## src/rtl/i2s_audio_in.sv

```systemverilog
// I2S receiver: brings async BCLK/LRCLK/DATA into the clk domain, deserializes
// standard I2S slots, qualifies framing and emits locked L/R pairs with a strobe.
module i2s_audio_in #(
    parameter int AUDIO_DW    = 16,
    parameter int LOCK_FRAMES = 4,
    parameter int TIMEOUT_CYC = 1024
) (
    input  logic                       clk,
    input  logic                       reset_n,
    input  logic                       i2s_bclk,
    input  logic                       i2s_lrclk,
    input  logic                       i2s_data,
    output logic signed [AUDIO_DW-1:0] out_l,
    output logic signed [AUDIO_DW-1:0] out_r,
    output logic                       sample_ce,
    output logic                       locked,
    output logic [5:0]                 slot_bits
);
    localparam int CNT_W  = $clog2(LOCK_FRAMES + 1);
    localparam int IDLE_W = $clog2(TIMEOUT_CYC + 1);
    localparam logic [CNT_W-1:0]  LOCK_N   = CNT_W'(LOCK_FRAMES);
    localparam logic [IDLE_W-1:0] IDLE_MAX = IDLE_W'(TIMEOUT_CYC);
    localparam logic [IDLE_W-1:0] IDLE_TRIP = IDLE_W'(TIMEOUT_CYC - 1);
    localparam logic [5:0]        MIN_LEN  = 6'(AUDIO_DW);
    localparam logic [5:0]        MAX_LEN  = 6'd62;

    logic                bclk_p0, bclk_p1, bclk_p2;
    logic                lrclk_p0, lrclk_p1;
    logic                data_p0, data_p1;
    logic                rise;

    logic                first_edge;
    logic                slot_valid;
    logic                lr_prev;
    logic [5:0]          bit_cnt;
    logic [AUDIO_DW-1:0] slot_sr;
    logic signed [AUDIO_DW-1:0] l_hold;
    logic [5:0]          l_len;
    logic                l_ok;
    logic [5:0]          prev_len;
    logic [CNT_W-1:0]    cnt;
    logic [IDLE_W-1:0]   idle;

    logic [AUDIO_DW-1:0] slot_nx;
    logic [AUDIO_DW-1:0] word;
    logic [5:0]          len;
    logic [5:0]          fill;
    logic                good;
    logic [CNT_W-1:0]    cnt_nx;

    function automatic logic [5:0] sat_inc6(input logic [5:0] v);
        return (v == 6'd63) ? v : v + 6'd1;
    endfunction

    function automatic logic [CNT_W-1:0] sat_cnt(input logic [CNT_W-1:0] v);
        return (v == LOCK_N) ? v : v + CNT_W'(1);
    endfunction

    assign rise = bclk_p1 & ~bclk_p2;

    // Slot-end view of the current edge: the bit arriving now is the slot LSB,
    // and short slots are left-justified by zero-filling the low bits.
    always_comb begin
        slot_nx = slot_sr;
        if (bit_cnt < MIN_LEN) begin
            slot_nx = {slot_sr[AUDIO_DW-2:0], data_p1};
        end
        len  = sat_inc6(bit_cnt);
        fill = (len < MIN_LEN) ? (MIN_LEN - len) : 6'd0;
        word = slot_nx << fill;
        good = l_ok && (l_len == len) && (len >= MIN_LEN) && (len <= MAX_LEN);
        if (!good) begin
            cnt_nx = '0;
        end else if (len != prev_len) begin
            cnt_nx = CNT_W'(1);
        end else begin
            cnt_nx = sat_cnt(cnt);
        end
    end

    always_ff @(posedge clk) begin
        if (!reset_n) begin
            bclk_p0    <= 1'b0;
            bclk_p1    <= 1'b0;
            bclk_p2    <= 1'b0;
            lrclk_p0   <= 1'b0;
            lrclk_p1   <= 1'b0;
            data_p0    <= 1'b0;
            data_p1    <= 1'b0;
            first_edge <= 1'b1;
            slot_valid <= 1'b0;
            lr_prev    <= 1'b0;
            bit_cnt    <= '0;
            slot_sr    <= '0;
            l_hold     <= '0;
            l_len      <= '0;
            l_ok       <= 1'b0;
            prev_len   <= '0;
            cnt        <= '0;
            idle       <= '0;
            out_l      <= '0;
            out_r      <= '0;
            sample_ce  <= 1'b0;
            locked     <= 1'b0;
            slot_bits  <= '0;
        end else begin
            // Input synchronizers plus one delay stage for edge detection.
            bclk_p0   <= i2s_bclk;
            bclk_p1   <= bclk_p0;
            bclk_p2   <= bclk_p1;
            lrclk_p0  <= i2s_lrclk;
            lrclk_p1  <= lrclk_p0;
            data_p0   <= i2s_data;
            data_p1   <= data_p0;
            sample_ce <= 1'b0;

            if (rise) begin
                idle <= '0;
                if (first_edge) begin
                    first_edge <= 1'b0;
                    lr_prev    <= lrclk_p1;
                    bit_cnt    <= '0;
                end else if (lrclk_p1 != lr_prev) begin
                    bit_cnt <= '0;
                    slot_sr <= '0;
                    lr_prev <= lrclk_p1;
                    if (!slot_valid) begin
                        slot_valid <= 1'b1;
                    end else if (!lr_prev) begin
                        l_hold <= word;
                        l_len  <= len;
                        l_ok   <= 1'b1;
                    end else begin
                        l_ok     <= 1'b0;
                        cnt      <= cnt_nx;
                        prev_len <= len;
                        if (cnt_nx == LOCK_N) begin
                            out_l     <= l_hold;
                            out_r     <= word;
                            slot_bits <= len;
                            locked    <= 1'b1;
                            sample_ce <= 1'b1;
                        end else begin
                            out_l     <= '0;
                            out_r     <= '0;
                            slot_bits <= '0;
                            locked    <= 1'b0;
                        end
                    end
                end else begin
                    slot_sr <= slot_nx;
                    bit_cnt <= len;
                end
            end else if (idle != IDLE_MAX) begin
                idle <= idle + IDLE_W'(1);
                // BCLK has gone quiet: drop lock and restart framing from scratch.
                if (idle == IDLE_TRIP) begin
                    locked     <= 1'b0;
                    out_l      <= '0;
                    out_r      <= '0;
                    slot_bits  <= '0;
                    cnt        <= '0;
                    slot_valid <= 1'b0;
                    first_edge <= 1'b1;
                    l_ok       <= 1'b0;
                end
            end
        end
    end

endmodule
```

## config.mk

```make
export PLATFORM = sky130hd
export DESIGN_NAME = i2s_audio_in
export DESIGN_NICKNAME = d
export VERILOG_FILES = /design/src/rtl/i2s_audio_in.sv
export SDC_FILE = /design/constraint.sdc
export NUM_CORES = 1
export LEC_CHECK = 0
export ABC_AREA = 1
export CORE_ASPECT_RATIO = 1.5
export CORE_MARGIN = 2
export CORE_UTILIZATION = 35
export CTS_BUF_LIST = sky130_fd_sc_hd__clkbuf_8 sky130_fd_sc_hd__clkbuf_16
export CTS_CLUSTER_DIAMETER = 60
export DETAILED_ROUTE_END_ITERATION = 10
export PLACE_DENSITY = 0.54
export SLEW_MARGIN = 20
export SYNTH_ARGS = -nofsm -noshare
export SYNTH_HDL_FRONTEND = slang
export SYNTH_SLANG_ARGS = --single-unit
```

## constraint.sdc

```tcl
create_clock -name clk -period 2.8 [get_ports clk]
set_input_delay 0.56 -clock clk [delete_from_list [all_inputs] [get_ports clk]]
set_output_delay 0.56 -clock clk [all_outputs]
set_load 0.02 [all_outputs]
```

==> impl_metrics.json <==
{
  "status": "completed",
  "cellLeakagePower_nw": 2.89,
  "start_util_pct": 35.7,
  "nNetsFinal": 891,
  "antenna_found_initial": 0,
  "synth_top_cell_by_area": "dfxtp_1",
  "synth_edf_count": 0,
  "hold_viol_final": 0,
  "crit_fanout": 24,
  "cts_max_level": 4,
  "grt_pass1_vias": 5088,
  "yosysWarnings": 0,
  "vias_per_cell": 4.99,
  "place_area_um2": 6330,
  "swShare_pct": 23.2,
  "clockBufferDepth": 2,
  "relSlewSlack_pct": 47.9,
  "p_per_area_nw_per_um2": 575,
  "vias": 5460,
  "synth_common_cells": "nand2_1 (244), dfxtp_1 (115), nand3_1 (89)",
  "arrival_ns": 2.92,
  "crit_top_cell": "nand3_1",
  "ys_types": 37,
  "drive_gt1_share_pct": 9.99,
  "antennaDiodeCount": 0,
  "final.period_utilization_pct": 91.8,
  "crit_path_top_delay_cell": "dfxtp_1",
  "p_seq_share_pct": 40.9,
  "avgRoutedWirePerCell_um": 14.1,
  "setup_tns_ns": 0,
  "dieWidth_um": 107,
  "cp.required_ns": 3.15,
  "die_h_um": 159,
  "multi_input_area_um2": 2840,
  "tightest_slew_ns": 0.780,
  "cts_setup_buffers": 0,
  "dp_slack_ns": 0.0445,
  "syn_inst": 826,
  "syn_to_final_growth_pct": 26.0,
  "grtUsageMet2_pct": 34.8,
  "io_pins": 45,
  "rows": 56,
  "cp-end-kind": "register",
  "globalplace.congestion": 0.929,
  "drv_cap": 0,
  "fmax_mhz": 389,
  "drt_iter0_drc": 204,
  "path_delay_family": "simple AND/OR/NAND/NOR gates",
  "grtUsageMet3_pct": 3.68,
  "vdd_drop_max_mv": 0.359,
  "seq_area_frac_synth_pct": 41.3,
  "drt-total-wl_mm": 15.4,
  "io_buffer_count": 44,
  "async_reset_ff_share_pct": 0,
  "syn-num-nets": 839,
  "fillers": 1661,
  "slowest_delay_ns": 0.47,
  "power.share.combinational_pct": 2.7,
  "fin_ws_ns": 0.230,
  "post_synth.cell_area_avg_um2": 6.75,
  "numCtsBuffers": 17,
  "grt_first_pass_wirelength_mm": 25.0,
  "grt_overflow": 0,
  "crit_chain": "nand3_1 -> o21bai_2 -> nand2_2 -> buf_4 -> nand2_1 -> nand3_1 -> nor2_2 -> nand3_1 -> nor2_2 -> nand3_2 -> nor2_4 -> buf_12 -> nand2_1 -> a21oi_1",
  "worstSetupStartpointType": "register",
  "fin_util_pct": 45.0,
  "yosysTopAreaCellShare_pct": 41.3,
  "netlist_area_um2": 5580,
  "yosysMostFrequentCell": "nand2_1",
  "clock_skew_ns": 0.00893,
  "seqCellArea_um2": 2300,
  "synth_area_leaders": "dfxtp_1 (41%), nand2_1 (16%), nand3_1 (8.0%), a21oi_1 (6.5%), inv_1 (5.5%)",
  "setup_viol": 0,
  "cts_root_buffer": "clkbuf_16",
  "fp.dieArea_um2": 17000,
  "power_switching_mw": 0.935,
  "critical_path_buf_inv_count": 2,
  "synth_ff_type": "dfxtp_1",
  "fin_crit_ns": 2.57,
  "dr.pass1.iters": 4,
  "ys_ff_latch": 115,
  "grt_max_degree": 43,
  "clock_sink_count": 115,
  "met1_usage_pct": 21.0,
  "clk_latency_ns": 0.43,
  "hold_path.class": "reg2reg",
  "internal-power_mw": 3.10,
  "power.share.clock_pct": 56.4,
  "postRouteAntennaNets": 0,
  "post-route-drc-count": 0,
  "grtUsageTotal_pct": 18.9,
  "coreArea_um2": 15600,
  "crit_type": "reg2reg",
  "whs_ns": 0.410,
  "top_usage_layer": "met2",
  "cts_tree": "yes",
  "dp_hpwl_mm": 10.7,
  "cts.reportedPaths.clkPinSlew_ns": 0.06,
  "cts_hold_buf": 0,
  "design_area_um2": 7020,
  "final_max_slew_viol_count": 0
}
==> sequential cells by signal (all words and copies together) (netlist names), 3 cells and up <==
register and cells:
bit_cnt 6, cnt 3, idle 11, l_hold 16, l_len 6, out_l 16
out_r 16, prev_len 6, slot_bits 6, slot_sr 16
==> power groups by stage <==
stage	sequential, mW	combinational [mW]	clock (mW)
after floorplan	1.69	0.0698	0
after global placement	1.69	0.111	0
after detailed placement	1.69	0.110	0
after CTS	1.65	0.110	2.33
after global routing	1.65	0.123	2.40
final	1.65	0.110	2.28
==> repair_timing <==
action	in CTS	in global routing
hold endpoints to repair	0	0
gates cloned	0	1
setup endpoints to repair	1	54
resized for setup	1	15
==> metrics by stage <==
stage | total power [mW] | std cells
after floorplan | 1.76 | 826
after global placement | 1.80 | 1061
after detailed placement | 1.80 | 1061
after CTS | 4.09 | 1093
after global routing | 4.18 | 1094
final | 4.04 | 1094
==> metal layers <==
layer / wire length [µm] / vias to the layer above
met1: 6520 / 2553
met5: 0 / -
met4: 412 / 0
met2: 8130 / 71
met3: 344 / 27
li1: - / 2809
==> worst paths after layout <==
check	start	endpoint	slack (ns)	depth (start not counted)
worst max register to register	bit_cnt[2]$_SDFFE_PN0P_	out_r[10]$_SDFFE_PN0P_	0.23	14
worst min-delay path	lrclk_p0$_SDFF_PN0_	lrclk_p1$_SDFF_PN0_	0.41	2
worst max-delay path	bit_cnt[2]$_SDFFE_PN0P_	out_r[10]$_SDFFE_PN0P_	0.23	14
worst min register to register	lrclk_p0$_SDFF_PN0_	lrclk_p1$_SDFF_PN0_	0.41	2
==> cells by family after synthesis <==
family	count (synthesis)	share of synthesized area (%)
xor gates and xnor gates	3	0.853
buffers and inverters	123	8.71
AOI/OAI and AO/OA	141	14.1
and+or+nand+nor	436	33.2
DFF	115	41.3
adders and majority gates	8	1.80
==> placed cells by master (no fill, tap or decap), drive strengths merged, types with 4 or more instances in the layout <==
| cell | count |
|---|---|
| ha | 8 |
| o22ai | 5 |
| nor3 | 4 |
| clkbuf | 17 |
| nand3b | 4 |
| inv | 89 |
| o32ai | 14 |
| nand3 | 90 |
| clkdlybuf4s50 | 44 |
| nand2 | 251 |
| dfxtp | 115 |
| o21ai | 43 |
| nor3b | 4 |
| a21oi | 72 |
| buf | 25 |
| clkinv | 8 |
| nand4 | 7 |
| nor2 | 73 |
==> worst min-delay path, stage by stage (launching register included) <==
cell and delay (ns):
dfxtp_1 0.30, nand2_1 0.04, inv_1 0.04
==> cell type report <==
cell class	count	area share [%]
Clock buffer	17	6.06
Clock inverter	15	2.81
Inverter	86	4.65
Multi-Input combinational cell	588	40.4
Sequential cell	115	32.8
Tap cell	203	3.62
Timing Repair Buffer	69	9.58
Timing Repair inverter	1	0.107
Power figures use the tool's default switching activity.
